$ cat src/rtl/ab_auto_solver_pkg.sv
// Shared definitions for the 1A2B solver: FSM states, history record, score and BCD helpers.
package ab_auto_solver_pkg;

    typedef enum logic [2:0] {StIdle, StSearch, StPropose, StDone, StFail} state_e;

    localparam int unsigned DigitW    = 4;
    localparam logic [2:0]  WinA      = 3'd4;
    localparam logic [15:0] FirstCand = 16'h0123;
    localparam logic [15:0] LastCand  = 16'h9876;

    typedef struct packed {
        logic [15:0] g;
        logic [2:0]  a;
        logic [2:0]  b;
    } hist_t;

    // A score no secret with distinct digits can produce.
    function automatic logic illegal_score(input logic [2:0] a, input logic [2:0] b);
        return (({1'b0, a} + {1'b0, b}) > 4'd4) || (a == 3'd3 && b == 3'd1);
    endfunction

    function automatic logic has_repeat(input logic [15:0] v);
        logic rep;
        rep = 1'b0;
        for (int i = 0; i < 3; i++) begin
            for (int j = i + 1; j < 4; j++) begin
                if (v[DigitW*i +: DigitW] == v[DigitW*j +: DigitW]) rep = 1'b1;
            end
        end
        return rep;
    endfunction

    function automatic logic [15:0] bcd_next(input logic [15:0] v);
        logic [15:0] r;
        logic        carry;
        r     = v;
        carry = 1'b1;
        for (int i = 0; i < 4; i++) begin
            if (carry) begin
                if (r[DigitW*i +: DigitW] == 4'd9) begin
                    r[DigitW*i +: DigitW] = 4'd0;
                end else begin
                    r[DigitW*i +: DigitW] = r[DigitW*i +: DigitW] + 4'd1;
                    carry = 1'b0;
                end
            end
        end
        return r;
    endfunction

endpackage

$ cat src/rtl/ab_score.sv
// Combinational bulls/cows score of guess g against reference s (both 4-digit BCD).
module ab_score
    import ab_auto_solver_pkg::*;
(
    input  logic [15:0] g,
    input  logic [15:0] s,
    output logic [2:0]  a,
    output logic [2:0]  b
);

    logic hit;

    always_comb begin
        a   = 3'd0;
        b   = 3'd0;
        hit = 1'b0;
        for (int i = 0; i < 4; i++) begin
            hit = 1'b0;
            for (int j = 0; j < 4; j++) begin
                if (j != i && g[DigitW*i +: DigitW] == s[DigitW*j +: DigitW]) hit = 1'b1;
            end
            if (g[DigitW*i +: DigitW] == s[DigitW*i +: DigitW]) a = a + 3'd1;
            if (hit) b = b + 3'd1;
        end
    end

endmodule

$ cat src/rtl/ab_auto_solver.sv
// 1A2B code-breaker: walks BCD candidates in order and proposes the first one
// consistent with every guess/score pair recorded so far.
module ab_auto_solver
    import ab_auto_solver_pkg::*;
#(
    parameter int unsigned MAX_GUESS = 10
) (
    input  logic        clk,
    input  logic        rst,
    input  logic        start,
    output logic [15:0] guess,
    output logic        guess_valid,
    input  logic [2:0]  a_in,
    input  logic [2:0]  b_in,
    input  logic        score_valid,
    output logic [3:0]  guess_num,
    output logic        busy,
    output logic        done,
    output logic        fail
);

    localparam int unsigned IdxW   = (MAX_GUESS > 1) ? $clog2(MAX_GUESS) : 1;
    localparam logic [3:0]  MaxNum = 4'(MAX_GUESS);

    state_e      state;
    logic [15:0] cand;
    logic [3:0]  idx;
    hist_t       hist [MAX_GUESS];
    hist_t       cur;
    logic [2:0]  sa, sb;
    logic [3:0]  num_inc;

    assign cur     = hist[idx[IdxW-1:0]];
    assign num_inc = guess_num + 4'd1;

    ab_score u_score (
        .g (cand),
        .s (cur.g),
        .a (sa),
        .b (sb)
    );

    always_ff @(posedge clk or posedge rst) begin
        if (rst) begin
            state       <= StIdle;
            guess       <= 16'h0000;
            guess_valid <= 1'b0;
            guess_num   <= 4'd0;
            busy        <= 1'b0;
            done        <= 1'b0;
            fail        <= 1'b0;
            cand        <= FirstCand;
            idx         <= 4'd0;
            hist        <= '{default: '0};
        end else begin
            case (state)
                StIdle, StDone, StFail: begin
                    if (start) begin
                        state     <= StSearch;
                        busy      <= 1'b1;
                        done      <= 1'b0;
                        fail      <= 1'b0;
                        guess_num <= 4'd0;
                        cand      <= FirstCand;
                        idx       <= 4'd0;
                        hist      <= '{default: '0};
                    end
                end
                StSearch: begin
                    if (has_repeat(cand)) begin
                        cand <= bcd_next(cand);
                        idx  <= 4'd0;
                    end else if (idx == guess_num) begin
                        guess <= cand;
                        state <= StPropose;
                    end else if (sa == cur.a && sb == cur.b) begin
                        idx <= idx + 4'd1;
                    end else if (cand == LastCand) begin
                        state <= StFail;
                        busy  <= 1'b0;
                        fail  <= 1'b1;
                    end else begin
                        cand <= bcd_next(cand);
                        idx  <= 4'd0;
                    end
                end
                StPropose: begin
                    // Advertise one cycle after loading so the guess is settled before the scorer sees it.
                    if (!guess_valid) begin
                        guess_valid <= 1'b1;
                    end else if (score_valid) begin
                        guess_valid <= 1'b0;
                        if (illegal_score(a_in, b_in)) begin
                            state <= StFail;
                            busy  <= 1'b0;
                            fail  <= 1'b1;
                        end else begin
                            hist[guess_num[IdxW-1:0]] <= '{g: guess, a: a_in, b: b_in};
                            guess_num <= num_inc;
                            if (a_in == WinA) begin
                                state <= StDone;
                                busy  <= 1'b0;
                                done  <= 1'b1;
                            end else if (num_inc == MaxNum || cand == LastCand) begin
                                state <= StFail;
                                busy  <= 1'b0;
                                fail  <= 1'b1;
                            end else begin
                                state <= StSearch;
                                cand  <= bcd_next(cand);
                                idx   <= 4'd0;
                            end
                        end
                    end
                end
                default: state <= StIdle;
            endcase
        end
    end

endmodule

$ cat config.mk
export PLATFORM = sky130hd
export DESIGN_NAME = ab_auto_solver
export DESIGN_NICKNAME = d
export VERILOG_FILES = /design/src/rtl/ab_auto_solver_pkg.sv /design/src/rtl/ab_score.sv /design/src/rtl/ab_auto_solver.sv
export SDC_FILE = /design/constraint.sdc
export NUM_CORES = 1
export LEC_CHECK = 0
export CAP_MARGIN = 15
export CORE_UTILIZATION = 57
export CTS_CLUSTER_DIAMETER = 200
export CTS_CLUSTER_SIZE = 28
export DETAILED_ROUTE_END_ITERATION = 8
export PLACE_DENSITY = 0.77
export SYNTH_ARGS = -nofsm -noshare
export SYNTH_HDL_FRONTEND = slang
export SYNTH_SLANG_ARGS = --single-unit
$ cat constraint.sdc
create_clock -name clk -period 10.19 [get_ports clk]
set_input_delay 2.5475 -clock clk [delete_from_list [all_inputs] [get_ports clk]]
set_output_delay 2.5475 -clock clk [all_outputs]
set_load 0.005 [all_outputs]
==> out/qor_table.md, run 1 <==
| Metric | This run |
|:---|:---|
| Run status | finished clean |
| Post-cts resize count | 0 |
| Final Cell Area | 0.0155 mm^2 |
| Std-Cell Core Area | 0.0253 mm^2 |
| Routed Wire Length | 41.8 mm |
| Max-slew violations | 0 |
| Hpwl dp | 27.0 mm |
| Core Util, Final | 61.1% |
| Share of synthesized registers carrying an async set or reset | 100% |
| Count of unique library cells instantiated by Yosys | 92 |
| First-pass GRT wire length | 65.1 mm |
| Class of the tightest hold or removal check | flip-flop to flip-flop |
| Total number of nets in the final design | 1322 |
| Post-Route Setup TNS | 0 ns |
| Critical Path AT | 7.04 ns |
| Clk Latency, worst-skew pair | 0.52 ns |
| Yosys reg bits | 267 |
| Fillers | 2036 |
| Average wire length per cell after detail routing | 25.6 um |
| Combinational group share of total power | 47.0% |
| Post-DRT Antenna Nets | 0 |
| Leftover overflow at the end of global routing | 0 |
| Hold WS | 0.507 ns |
| Post-Synthesis Cells | 1364 |
| Max stage delay on crit path | 0.97 ns |
| Highest clock frequency the design can meet | 0.151 GHz |
| FF+latch area | 0.00669 mm^2 |
| Period Utilization, post-route | 64.8% |
| Critical Setup Path Class | input port to flip-flop |
| Cell accounting for the most synthesized area | sky130_fd_sc_hd__dfrtp_1 |
| Least-Margin Pin Slew | 1.22 ns |
| Quantity of hold-fixing buffers added after cts | 0 |
| Area growth from synthesis to layout | 4.72% |
| Worst-case headroom to the max-slew limit | 18.7% |
| Clock power frac | 16.3% |
| I/O Buffers | 33 |
| Largest fanout on the critical path | 22 |
| Highest-delay cell along the critical path | sky130_fd_sc_hd__and3_1 |
| Switch Pwr | 1650 uW |
| Synthesized net count | 1390 |
| Total cell area at the placement stage | 0.0151 mm^2 |
| Critical Path, Cell by Cell | clkdlybuf4s50_1, ha_1, inv_1, fa_1, xor2_1, a21oi_1, nor4_1, o21ai_0, a21oi_1, buf_4, and2_1, and3_1, a22o_1 |
| Primary flip-flop cell chosen by synthesis mapping | sky130_fd_sc_hd__dfrtp_1 |
| Fraction of power spent switching nets | 45.3% |
| Total of warnings raised by yosys | 0 |
| Footprint of the multi-input gates | 0.00742 mm^2 |
| Final critical path time including I/O delays and setup | 6.60 ns |
| Drt via density | 7.07 |
| P_int | 2000 uW |
| Cts bufs inserted | 13 |
| Num ports | 34 |
| Total leakage power | 0.00653 uW |
| Peak supply drop | 0.414 mV |
| Pre-CTS worst setup slack | 2.69 ns |
| Power density cells | 236 mW/mm^2 |
| GRT Util Overall | 31.9% |
| Largest net degree at the start of global routing | 153 |
| Via count of the first global-routing pass | 11200 |
| Register area share after synthesis | 45.2% |
| Top library cells by usage in the layout, fill and taps aside | sky130_fd_sc_hd__dfrtp_1, sky130_fd_sc_hd__a22o_1, sky130_fd_sc_hd__mux2i_1 |
| Clock sinks | 267 |
| Die Outline Area | 0.0266 mm^2 |
| Longest Clk Path Bufs | 3 |
| Sequential fraction of design power | 36.7% |
| Setup repair bufs after CTS | 0 |
| Number of antenna repair diodes | 0 |
| Via count | 11500 |
| Required time of the critical path | 10.62 ns |
| Max-cap check violation count | 0 |
| Final Wtd Congestion | 0.948 |
| Setup repair after global routing missed its margin | false |
| Count of flip-flops with a built-in enable after synthesis | 0 |
| Final hold violation count | 0 |
| Largest cells by area after synthesis | sky130_fd_sc_hd__dfrtp_1, sky130_fd_sc_hd__a22o_1, sky130_fd_sc_hd__mux2i_1, sky130_fd_sc_hd__xnor2_1, sky130_fd_sc_hd__clkbuf_1 |
| Number of remaining DRC errors | 0 |
| Area share of the leading cell type in the synthesized netlist | 44.5% |
| Most common cell after layout, fill and taps aside | sky130_fd_sc_hd__dfrtp_1 |
| Smallest setup slack after layout | 3.59 ns |
| Clock skew after layout | 0.0251 ns |
| Initial DRC Count | 1375 |
| Post-synth design cell area | 0.0148 mm^2 |
| Cell repeated most along the worst path | sky130_fd_sc_hd__a21oi_1 |
| Initial Utilization | 58.4% |
| Clock tree from TritonCTS | built |
| Setup violations, final | 0 |
| Type of element launching the critical path | input port |
| Die boundary height | 163 um |
| H-tree Lvls | 1 |
| Reg clk slew, reported paths | 0.08 ns |
| Number of antenna violations at the first check in global routing | 0 |
| Worst setup EP type | flip-flop |
| Fraction of final layout cells with drive strength greater than 1 | 8.37% |
| Root buffer cell | sky130_fd_sc_hd__clkbuf_16 |
| Row count | 58 |
| Pre-Repair DR Iteration Count | 7 |
| Die span in x | 163 um |
| Syn_area_per_cell | 10.8 um^2 |
layout make-up:
class / instances / share of cell area (%)
multi-input combinational: 939 / 47.9
sequential: 267 / 43.2
timing repair buffer: 51 / 3.14
clock buffer: 20 / 2.27
tap: 330 / 2.67
clock inverter: 2 / 0.162
inverter: 24 / 0.630
worst paths after layout:
| check | cells after the start | slack [ns] | start | end |
|---|---|---|---|---|
| hold / removal | 1 | 0.51 | hist[94]$_DFFE_PP0P_ | hist[94]$_DFFE_PP0P_ |
| hold reg to reg | 1 | 0.51 | hist[94]$_DFFE_PP0P_ | hist[94]$_DFFE_PP0P_ |
| setup reg to reg | 18 | 3.60 | idx[0]$_DFFE_PP0P_ | cand[3]$_DFFE_PP0P_ |
| max in group asynchronous | 3 | 6.36 | rst | guess[13]$_DFFE_PP0P_ |
| setup / recovery | 13 | 3.59 | a_in[0] | hist[72]$_DFFE_PP0P_ |
| min in group asynchronous | 2 | 2.54 | rst | hist[70]$_DFFE_PP0P_ |
through the flow:
stage                     total power [uW]  instances
final                                 3650       1633
after global routing                  3820       1633
after CTS                             3610       1632
after detailed placement              3010       1610
after global placement                2960       1609
after floorplan                       2510       1364
state kept, by name (all words and copies together), names as in the netlist:
name,count
busy,1
fail,1
state,3
cand,16
guess_valid,1
hist,220
done,1
idx,4
guess_num,4
guess,16
synthesized netlist by cell type (5+ instances only):
| cell | instances |
|---|---|
| sky130_fd_sc_hd__a211oi_1 | 6 |
| sky130_fd_sc_hd__a21oi_1 | 29 |
| sky130_fd_sc_hd__a221o_1 | 6 |
| sky130_fd_sc_hd__a221oi_1 | 10 |
| sky130_fd_sc_hd__a22o_1 | 228 |
| sky130_fd_sc_hd__a22oi_1 | 10 |
| sky130_fd_sc_hd__a31oi_1 | 5 |
| sky130_fd_sc_hd__and2_1 | 10 |
| sky130_fd_sc_hd__and3_1 | 13 |
| sky130_fd_sc_hd__buf_1 | 7 |
| sky130_fd_sc_hd__buf_2 | 9 |
| sky130_fd_sc_hd__buf_4 | 6 |
| sky130_fd_sc_hd__buf_6 | 9 |
| sky130_fd_sc_hd__clkbuf_1 | 102 |
| sky130_fd_sc_hd__dfrtp_1 | 263 |
| sky130_fd_sc_hd__ha_1 | 15 |
| sky130_fd_sc_hd__inv_1 | 24 |
| sky130_fd_sc_hd__mux2_2 | 24 |
| sky130_fd_sc_hd__mux2i_1 | 91 |
| sky130_fd_sc_hd__mux4_2 | 14 |
| sky130_fd_sc_hd__nand2_1 | 77 |
| sky130_fd_sc_hd__nand2b_1 | 18 |
| sky130_fd_sc_hd__nand3_1 | 20 |
| sky130_fd_sc_hd__nand4_1 | 9 |
| sky130_fd_sc_hd__nand4b_1 | 5 |
| sky130_fd_sc_hd__nor2_1 | 33 |
| sky130_fd_sc_hd__nor2b_1 | 11 |
| sky130_fd_sc_hd__nor3_1 | 23 |
| sky130_fd_sc_hd__nor4_1 | 15 |
| sky130_fd_sc_hd__o21a_1 | 10 |
| sky130_fd_sc_hd__o21ai_0 | 51 |
| sky130_fd_sc_hd__o21ai_1 | 7 |
| sky130_fd_sc_hd__o221ai_1 | 8 |
| sky130_fd_sc_hd__o22ai_1 | 9 |
| sky130_fd_sc_hd__o31ai_1 | 7 |
| sky130_fd_sc_hd__or3_1 | 12 |
| sky130_fd_sc_hd__xnor2_1 | 44 |
| sky130_fd_sc_hd__xor2_1 | 29 |
worst max-delay path, delay by kind of cell:
kind                     cells  cell delay [ns]
AND/OR/NAND/NOR              3             1.74
buffers and inverters        3             1.11
AO/OA/AOI/OAI                4             0.83
adder cells (fa/ha/maj)      2             0.63
XOR/XNOR                     1             0.14
cells by family (layout without fill, tap and decap cells):
family          after synthesis  in the layout  synth area share (%)
simple gates                277            277                  10.1
xor+xnor                     74             74                  4.48
flops                       267            267                  45.2
buf+inv                     158             97                  4.72
fa+ha+maj                    16             16                  1.40
mux                         129            129                  10.1
compound gates              443            443                  24.0
layer usage:
| layer | part of all wire, % | global-route usage [%] | vias up | wire, um |
|---|---|---|---|---|
| met5 | 0 | 0 | - | 0 |
| met4 | 3.4 | 11.0 | 0 | 1440 |
| met3 | 8.0 | 4.85 | 94 | 3350 |
| met2 | 46 | 50.2 | 556 | 19400 |
| met1 | 42 | 45.0 | 5896 | 17600 |
| li1 | - | - | 4996 | - |
power groups by stage:
stage | registers [uW] | clock network, uW | logic (uW)
6_report | 1340 | 595 | 1720
5_1_grt | 1350 | 635 | 1830
4_1_cts | 1330 | 604 | 1670
3_5_place_dp | 1350 | 0 | 1660
3_3_place_gp | 1350 | 0 | 1620
2_1_floorplan | 1190 | 0 | 1310
Power figures use the tool's default switching activity.
==> run 2: changes to the inputs <==
- clock period: 10.19 -> 5.9 ns (I/O delays scaled with it)
==> out/qor_table.md, run 2 (synthesis gave the netlist of run 1 again) <==
| Metric | This run |
|:---|:---|
| Die span in x | 163 um |
| Fillers | 1997 |
| GRT Util Overall | 33.7% |
| Clk Latency, worst-skew pair | 0.52 ns |
| Max stage delay on crit path | 0.65 ns |
| Regs by FF count | hist x220, cand x16, guess x16 |
| Setup repair after global routing missed its margin | false |
| Cts bufs inserted | 13 |
| Period Utilization, post-route | 92.1% |
| Cell repeated most along the worst path | sky130_fd_sc_hd__ha_1 |
| Fraction of final layout cells with drive strength greater than 1 | 10.4% |
| Row count | 58 |
| Buf+Inv Stages, Crit Path | 2 |
| Routed Wire Length | 43.8 mm |
| Reg clk slew, reported paths | 0.11 ns |
| Number of cells on the critical path | 20 |
| Peak supply drop | 0.521 mV |
| Clock skew after layout | 0.0360 ns |
| Die Outline Area | 0.0266 mm^2 |
| Required time of the critical path | 6.30 ns |
| First-pass GRT wire length | 68.4 mm |
| Class of the tightest hold or removal check | flip-flop to flip-flop |
| Hold WS | 0.512 ns |
| Total number of nets in the final design | 1351 |
| Std-Cell Core Area | 0.0253 mm^2 |
| Power density cells | 407 mW/mm^2 |
| Num ports | 34 |
| Root buffer cell | sky130_fd_sc_hd__clkbuf_16 |
| Hpwl dp | 28.8 mm |
| Max-slew violations | 0 |
| Largest delay share family, worst path | simple AND/OR/NAND/NOR gates |
| R2R depth | 20 |
| Post-DRT Antenna Nets | 0 |
| Number of flip-flops in the largest register | 220 |
| Via count | 11700 |
| Largest fanout on the critical path | 32 |
| Post-Place Cells | 1640 |
| Critical Setup Path Class | flip-flop to flip-flop |
| Final critical path time including I/O delays and setup | 5.43 ns |
| Longest Clk Path Bufs | 3 |
| H-tree Lvls | 1 |
| Most common cell after layout, fill and taps aside | sky130_fd_sc_hd__dfrtp_1 |
| Setup violations, final | 0 |
| Max-cap check violation count | 0 |
| Leftover overflow at the end of global routing | 0 |
| Final Wtd Congestion | 0.980 |
| I/O Buffers | 33 |
| Final hold violation count | 0 |
| Post-Layout Cell Count | 1659 |
| Post-cts resize count | 0 |
| Type of element launching the critical path | flip-flop |
| Worst setup EP type | flip-flop |
| Least-Margin Pin Slew | 0.902 ns |
| Critical Path, Cell by Cell | buf_12, and2_1, a22oi_1, nand3_1, o21a_1, xnor2_1, or4_1, inv_1, ha_1, o21ai_0, o21ai_1, ha_1, nand4_1, nor4_1, xor2_1, a2111oi_2, o31ai_2, nor3_2, or2_2, o211ai_1 |
| Reg with most FFs | hist |
| Setup repair bufs after CTS | 0 |
| Top library cells by usage in the layout, fill and taps aside | sky130_fd_sc_hd__dfrtp_1, sky130_fd_sc_hd__a22o_1, sky130_fd_sc_hd__mux2i_1 |
| Area growth from synthesis to layout | 6.21% |
| Critical Path AT | 5.83 ns |
| Total leakage power | 0.00667 uW |
| Count of cells along the worst hold path | 1 |
| Worst-case headroom to the max-slew limit | 39.9% |
| Clock tree from TritonCTS | built |
| Die boundary height | 163 um |
| Register-to-register path setup slack | 0.47 ns |
| Post-Route Setup TNS | 0 ns |
| Clock sinks | 267 |
| Via count of the first global-routing pass | 11400 |
| Number of antenna violations at the first check in global routing | 0 |
| Highest clock frequency the design can meet | 0.184 GHz |
| Initial Utilization | 58.4% |
| Highest-delay cell along the critical path | sky130_fd_sc_hd__dfrtp_4 |
| Run status | finished clean |
| Average wire length per cell after detail routing | 26.4 um |
| Quantity of hold-fixing buffers added after cts | 0 |
| Largest net degree at the start of global routing | 131 |
| Number of antenna repair diodes | 0 |
| Initial DRC Count | 1376 |
| Pre-Repair DR Iteration Count | 5 |
| Drt via density | 7.06 |
| Number of remaining DRC errors | 0 |
run 2: changes by cell type in the layout (fill, tap and decap cells not counted), sizes merged:
cell | before | now
buf | 18 | 47
clkbuf | 20 | 17
clkinvlp | 0 | 1
inv | 25 | 24
run 2: final timing paths:
kind | to | start
max | cand[3]$_DFFE_PP0P_ | idx[0]$_DFFE_PP0P_
min | hist[88]$_DFFE_PP0P_ | hist[88]$_DFFE_PP0P_
max reg2reg | cand[3]$_DFFE_PP0P_ | idx[0]$_DFFE_PP0P_
min reg2reg | hist[88]$_DFFE_PP0P_ | hist[88]$_DFFE_PP0P_
max in group asynchronous | hist[11]$_DFFE_PP0P_ | rst
min in group asynchronous | hist[157]$_DFFE_PP0P_ | rst
run 2: final cells by class:
class,instances,area (um^2),share of cell area (%)
Clock inverter,2,25.0,0.159
Sequential cell,267,6690,42.6
Tap cell,330,413,2.63
Inverter,24,93.8,0.598
Timing Repair Buffer,80,721,4.59
Clock buffer,17,340,2.17
Multi-Input combinational cell,939,7420,47.2
run 2: metrics by stage:
step / utilization (%) / instance area, um^2 / total power [uW] / setup WS [ns]
after floorplan: - / 14800 / 4330 / 0.903
after global placement: 60.6 / 15300 / 5290 / 0.553
after detailed placement: 60.6 / 15300 / 5340 / 0.550
after CTS: 62.0 / 15700 / 6340 / 0.545
after global routing: 62.0 / 15700 / 6700 / 0.0537
final: 62.0 / 15700 / 6400 / 0.467
run 2: worst register-to-register path, delay by kind of cell, from the launching register on:
family	cells	cell delay (ns)
AOI/OAI and AO/OA	7	1.28
xor gates and xnor gates	2	0.25
adders and majority gates	2	0.38
buffers and inverters	2	0.38
DFF	1	0.65
and+or+nand+nor	7	2.35
run 2: power breakdown:
group	switching, uW	internal, uW	total [uW]
Combinational	1910	1140	3050
Sequential	370	1950	2320
Clock	597	420	1020
run 2: routing by layer:
metal  part of all wire (%)  wire (um)  track usage (%)  vias up
met5                      0          0                0        -
met4                    3.8       1650             12.8        0
met3                    9.5       4180             5.97      109
met2                     47      20400             54.5      716
met1                     40      17500             45.3     5819
li1                       -          -                -     5071
